File: config.mk
export PLATFORM = sky130hd
export DESIGN_NAME = bus_req_arbiter
export DESIGN_NICKNAME = d
export VERILOG_FILES = /design/src/rtl/bus_req_arbiter.sv
export SDC_FILE = /design/constraint.sdc
export NUM_CORES = 1
export LEC_CHECK = 0
export BUFFER_PORTS_ARGS = -buffer_cell sky130_fd_sc_hd__buf_2
export CAP_MARGIN = 20
export CORE_ASPECT_RATIO = 0.5
export CORE_UTILIZATION = 60
export DETAILED_ROUTE_END_ITERATION = 7
export PLACE_DENSITY = 0.83
export SLEW_MARGIN = 25
export SYNTH_ARGS = -nofsm -noshare
export SYNTH_HDL_FRONTEND = slang
export SYNTH_SLANG_ARGS = --single-unit
File: constraint.sdc
create_clock -name clk -period 4.29 [get_ports clk]
set_input_delay 1.0725 -clock clk [delete_from_list [all_inputs] [get_ports clk]]
set_output_delay 1.0725 -clock clk [all_outputs]
set_load 0.05 [all_outputs]
File: src/rtl/bus_req_arbiter.sv
// bus_req_arbiter: per-processor request queues feeding one bus through a round-robin issue FSM
module bus_req_arbiter #(
   parameter  int NUM_PROC   = 4,
   parameter  int FIFO_DEPTH = 4,
   localparam int DEST_W     = $clog2(NUM_PROC) + 1,
   localparam int SRC_W      = (NUM_PROC > 1) ? $clog2(NUM_PROC) : 1
) (
   input  logic                             clk,
   input  logic                             rst,
   input  logic [NUM_PROC-1:0]              i_enq_valid,
   input  logic [NUM_PROC-1:0][DEST_W-1:0]  i_enq_dest,
   output logic [NUM_PROC-1:0]              o_enq_ready,
   output logic                             o_bus_request,
   output logic [SRC_W-1:0]                 o_bus_src,
   output logic [DEST_W-1:0]                o_bus_dest,
   input  logic                             i_processed_request,
   output logic [NUM_PROC-1:0]              o_enq_drop
);
   localparam int PTR_W = $clog2(FIFO_DEPTH);
   localparam int CNT_W = PTR_W + 1;
   typedef enum logic {IDLE, ISSUE} state_t;
   state_t                  r_state, w_state_nxt;
   logic [DEST_W-1:0]       r_mem    [NUM_PROC][FIFO_DEPTH];
   logic [PTR_W-1:0]        r_wr_ptr [NUM_PROC];
   logic [PTR_W-1:0]        r_rd_ptr [NUM_PROC];
   logic [CNT_W-1:0]        r_cnt    [NUM_PROC];
   logic [NUM_PROC-1:0]     w_push, w_pop, w_nonempty, r_drop;
   logic [2*NUM_PROC-1:0]   w_dbl;
   logic [SRC_W-1:0]        r_last, w_last_nxt, r_src, w_src_nxt, w_gnt, w_off;
   logic [SRC_W:0]          w_sum;
   logic [DEST_W-1:0]       r_dest, w_dest_nxt;
   logic                    w_any;

   assign o_bus_request = (r_state == ISSUE);
   assign o_bus_src     = r_src;
   assign o_bus_dest    = r_dest;
   assign o_enq_drop    = r_drop;

   // queue status and handshake strobes; ready looks only at registered counts
   always_comb begin
      o_enq_ready = '0;
      w_nonempty  = '0;
      w_push      = '0;
      w_pop       = '0;
      for (int i = 0; i < NUM_PROC; i++) begin
         o_enq_ready[i] = r_cnt[i] < CNT_W'(FIFO_DEPTH);
         w_nonempty[i]  = r_cnt[i] != '0;
         w_push[i]      = i_enq_valid[i] & o_enq_ready[i];
         w_pop[i]       = (r_state == ISSUE) & i_processed_request & (r_src == SRC_W'(i));
      end
   end

   // queue storage, written at the tail; contents need no reset since counts gate every read
   always_ff @(posedge clk) begin
      for (int i = 0; i < NUM_PROC; i++)
         if (w_push[i]) r_mem[i][r_wr_ptr[i]] <= i_enq_dest[i];
   end

   // pointers, occupancy counts and overflow-drop pulses
   always_ff @(posedge clk) begin
      if (rst) begin
         r_drop <= '0;
         for (int i = 0; i < NUM_PROC; i++) begin
            r_wr_ptr[i] <= '0;
            r_rd_ptr[i] <= '0;
            r_cnt[i]    <= '0;
         end
      end else begin
         r_drop <= i_enq_valid & ~o_enq_ready;
         for (int i = 0; i < NUM_PROC; i++) begin
            r_wr_ptr[i] <= w_push[i] ? r_wr_ptr[i] + PTR_W'(1) : r_wr_ptr[i];
            r_rd_ptr[i] <= w_pop[i] ? r_rd_ptr[i] + PTR_W'(1) : r_rd_ptr[i];
            r_cnt[i]    <= r_cnt[i] + CNT_W'(w_push[i]) - CNT_W'(w_pop[i]);
         end
      end
   end

   // round-robin pick: rotate the non-empty mask so the slot after the last grant sits at bit 0
   always_comb begin
      w_any = |w_nonempty;
      w_dbl = {w_nonempty, w_nonempty} >> (r_last + SRC_W'(1));
      w_off = '0;
      for (int k = NUM_PROC - 1; k >= 0; k--)
         if (w_dbl[k]) w_off = SRC_W'(k);
      w_sum = (SRC_W+1)'(r_last) + (SRC_W+1)'(w_off) + (SRC_W+1)'(1);
      w_gnt = (w_sum >= (SRC_W+1)'(NUM_PROC)) ? SRC_W'(w_sum - (SRC_W+1)'(NUM_PROC)) : SRC_W'(w_sum);
   end

   // next state: grant from IDLE, hold in ISSUE until the bus completes, then one bubble in IDLE
   always_comb begin
      w_state_nxt = r_state;
      w_src_nxt   = r_src;
      w_dest_nxt  = r_dest;
      w_last_nxt  = r_last;
      if (r_state == IDLE) begin
         if (w_any) begin
            w_state_nxt = ISSUE;
            w_src_nxt   = w_gnt;
            w_dest_nxt  = r_mem[w_gnt][r_rd_ptr[w_gnt]];
         end
      end else if (i_processed_request) begin
         w_state_nxt = IDLE;
         w_last_nxt  = r_src;
         w_src_nxt   = '0;
         w_dest_nxt  = '0;
      end
   end

   // FSM registers; last grant resets to the top index so processor 0 wins first
   always_ff @(posedge clk) begin
      if (rst) begin
         r_state <= IDLE;
         r_src   <= '0;
         r_dest  <= '0;
         r_last  <= SRC_W'(NUM_PROC - 1);
      end else begin
         r_state <= w_state_nxt;
         r_src   <= w_src_nxt;
         r_dest  <= w_dest_nxt;
         r_last  <= w_last_nxt;
      end
   end
endmodule

==> impl_summary.txt <==
----------------------------------------------------
[Route]
  Antenna Nets Post-Route ... 0
  Via count of the routed design ... 2612
  Average wire length per cell after detail routing ... 16.8 um
  Pre-antenna DRT Iters ... 4
  Vias per cell ... 5.58
  Routed wire length ... 7860 um
  Iter 0 DRT Violations ... 152
  Number of design rule violations left after detail routing ... 0

[Timing]
  Crit share post-route ... 0.841
  Fin Hold WS ... 0.474 ns
  Max Transition Viols Final ... 0
  Hold Vio Cnt, Final ... 0
  Tightest slew margin relative to the limit ... 0.573
  RSZ-0062 raised after global routing ... no
  Total setup violations reported at the end of the flow ... 0
  Upper clock frequency limit ... 0.277 GHz
  Tightest Pin Transition ... 0.635 ns
  Crit path time final ... 3.61 ns
  Setup tns final ... 0 ns
  Post-route setup slack ... 0.684 ns
  Final setup skew ... 0.00463 ns

[CTS]
  Total clock buffers created by CTS ... 9
  Clock slew at reported path FFs ... 0.06 ns
  CTS resizes ... 0
  Buffer count from post-CTS setup fixing ... 0
  CTS root buf ... clkbuf_16
  Clock Latency Late Sink ... 0.34 ns
  Number of hold-repair buffers added at the cts stage ... 0
  Clock net sink count ... 88
  CTS H-tree lvls ... 3
  TritonCTS clock tree ... done
  Clk buf depth ... 2

[Yosys]
  Net count after synthesis ... 390
  Number of synthesized flops with an enable pin ... 48
  Post-synthesis async set-or-reset flop share ... 0
  Synthesized instance count ... 342
  Number of synthesis warnings ... 0
  Mean cell area of the mapped netlist ... 12.2 um2
  Sequential-to-total area share from yosys stat ... 0.538
  Post-synthesis instance area ... 0.00417 mm2
  Unique masters post-synth ... 43
  Primary flip-flop cell chosen by synthesis mapping ... edfxtp_1
  Number of synthesized register bits ... 88

[Layout]
  Diode count ... 0
  Share of post-route cells with drive strength above 1 ... 0.184
  Count of nets after finishing ... 419
  Multi-input gate area ... 0.00177 mm2
  Number of fill cells in the layout ... 440
  Layout Area Growth over Synthesis ... 13.9%
  Cell area after layout ... 0.00475 mm2
  Combined flip-flop and latch cell area ... 0.00224 mm2

[Hold path]
  Class of the tightest hold or removal check ... reg -> reg
  Endpoint with the worst hold slack ... o_bus_dest[0]
  Hold Path Origin ... o_bus_dest[0]
  Hold path cells ... 2

[Setup path]
  CP Launch Type ... flip-flop
  Terminus of the critical flop-to-flop path ... o_bus_dest[0]
  Critical path required time ... 4.51 ns
  Reg2Reg Depth ... 12
  Type of destination of the critical path ... flip-flop
  Critical path's largest stage delay ... 0.57 ns
  Worst-path cell with the longest stage delay ... mux2i_1
  Classification of the worst setup path ... reg -> reg
  R2r setup slk ... 0.68 ns
  Cell-by-cell trace of the critical path ... or3_1 -> nor3_1 -> a31oi_1 -> a21oi_1 -> nor3_1 -> ha_1 -> mux2i_1 -> mux4_2 -> mux2i_1 -> nor2_1 -> a21oi_1 -> nand3_1
  Data arrival time of the critical path ... 3.83 ns
  Peak fanout along the critical path ... 9
  Worst reg2reg startpoint ... r_cnt[0][11]

[Floorplanning]
  Floorplan core area ... 0.00670 mm2
  Die Area ... 0.00730 mm2
  Starting utilization of the core area ... 0.622
  Std-Cell Rows ... 21
  Width of the chip ... 120 um
  Die Ht ... 60.9 um
  # IOs ... 33

[Global route]
  First-pass GRT wire length ... 12700 um
  Initial antenna violation count ... 0
  Global route total overflow ... 0
  Number of global-route vias before repair ... 2637
  Maximum number of pins on one net before global-route repair ... 33
  Total global routing track utilization ... 0.238

[Power]
  Total power density per cell area ... 677 mW/mm2
  Worst vdd rail ir drop ... 302 uV
  Static Leakage ... 1.83 nW
  Overall power of the completed layout ... 0.00321 W

[Placement]
  Post-place instance area ... 0.00439 mm2
  Post-place setup slack ... 0.753 ns
  Number of port buffers ... 32
  Detailed-placement wirelength estimate ... 5690 um
  GPL Wtd Cong ... 0.889

[Run]
  Number of max-cap violations ... 0

[Run status]
  Run status ... finished clean

----------------------------------------------------
critical path: cells and delay by family (launching register included):
kind	cells	cell delay, ns
adder cells (fa/ha/maj)	1	0.55
multiplexers	3	1.19
flip-flops	1	0.35
AO/OA/AOI/OAI	3	0.42
AND/OR/NAND/NOR	5	0.96
per-stage QoR:
stage          utilization  cells
6_report             0.709    468
3_5_place_dp         0.655    452
5_1_grt              0.709    468
2_1_floorplan            -    342
4_1_cts              0.709    468
3_3_place_gp         0.655    452
per-layer routing:
layer  GRT usage  part of all wire  up-vias
met3      0.0714             0.039        6
met4      0.0875            0.0085        0
met2       0.424              0.53       68
li1            -                 -     1253
met1       0.284              0.42     1285
met5           0                 0        -
final cells by class:
cell class / instances / area share
multi-input combinational: 212 / 0.372
sequential: 88 / 0.472
clock buffer: 10 / 0.0482
clock inverter: 6 / 0.0277
timing repair buffer: 32 / 0.0337
tap: 92 / 0.0242
inverter: 28 / 0.0221
logic make-up (layout without fill, tap and decap cells):
| group | count (synthesis) | count (layout) | share of synthesized area |
|---|---|---|---|
| adder cells (fa/ha/maj) | 29 | 29 | 0.0943 |
| buffers and inverters | 42 | 76 | 0.0384 |
| multiplexers | 28 | 28 | 0.0961 |
| AND/OR/NAND/NOR | 102 | 102 | 0.126 |
| flip-flops | 88 | 88 | 0.538 |
| XOR/XNOR | 21 | 21 | 0.0441 |
| AO/OA/AOI/OAI | 32 | 32 | 0.0627 |
cells in the final DEF, fill, tap and decap left out, types with 2 or more instances in the layout:
master	n
buf_2	32
o211ai_1	3
and2_1	18
a2111oi_0	2
xnor2_1	16
ha_1	25
a2111oi_4	2
nand2_1	10
mux2_2	2
dfxtp_1	40
a21oi_1	10
mux4_2	9
inv_1	28
or3_1	2
fa_1	4
nand3_1	4
nor3_2	3
clkbuf_16	9
or3_4	2
nor2_1	38
and3_1	4
a211oi_1	4
bufinv_16	4
nor2b_1	9
mux2i_1	16
edfxtp_1	48
o21ai_1	3
xor2_1	5
nor3_1	7
sequential cells by signal (all words and copies together) (netlist names):
register / flops
r_cnt: 12
r_last: 2
r_wr_ptr: 8
o_bus_src: 2
r_rd_ptr: 8
o_bus_dest: 3
o_bus_request: 1
r_mem: 48
o_enq_drop: 4
cell usage after synthesis (2+ instances only):
| cell | count | area (um2) |
|---|---|---|
| edfxtp_1 | 48 | 1440 |
| dfxtp_1 | 40 | 801 |
| nor2_1 | 38 | 143 |
| inv_1 | 28 | 105 |
| ha_1 | 25 | 313 |
| and2_1 | 18 | 113 |
| mux2i_1 | 16 | 160 |
| xnor2_1 | 16 | 140 |
| clkbuf_1 | 11 | 41.3 |
| a21oi_1 | 10 | 50.1 |
| nand2_1 | 10 | 37.5 |
| mux4_2 | 9 | 203 |
| nor2b_1 | 9 | 56.3 |
| nor3_1 | 7 | 35.0 |
| xor2_1 | 5 | 43.8 |
| a211oi_1 | 4 | 30.0 |
| and3_1 | 4 | 25.0 |
| fa_1 | 4 | 80.1 |
| nand3_1 | 4 | 20.0 |
| nor3_2 | 3 | 30.0 |
| o211ai_1 | 3 | 22.5 |
| o21ai_1 | 3 | 15.0 |
| a2111oi_0 | 2 | 17.5 |
| a2111oi_4 | 2 | 55.1 |
| buf_2 | 2 | 10.0 |
| mux2_2 | 2 | 22.5 |
| or3_1 | 2 | 12.5 |
| or3_4 | 2 | 22.5 |
where the power goes:
part           total, W  internal [W]  switching, W
registers       0.00117       0.00104      0.000129
logic           0.00111      0.000443      0.000672
clock network  0.000933      0.000626      0.000307
worst max path at each step:
stage,startpoint,to,cells after the start,slack [ns]
3_3_place_gp,r_cnt[0][8],o_bus_dest[1],9,0.99
2_1_floorplan,r_cnt[0][1],o_bus_dest[1],10,1.25
4_1_cts,r_cnt[0][10],o_bus_dest[0],12,0.68
5_1_grt,r_cnt[0][10],o_bus_dest[0],12,0.38
6_report,r_cnt[0][11],o_bus_dest[0],12,0.68
3_5_place_dp,r_cnt[0][10],o_bus_dest[0],12,0.75
Power figures use the tool's default switching activity.
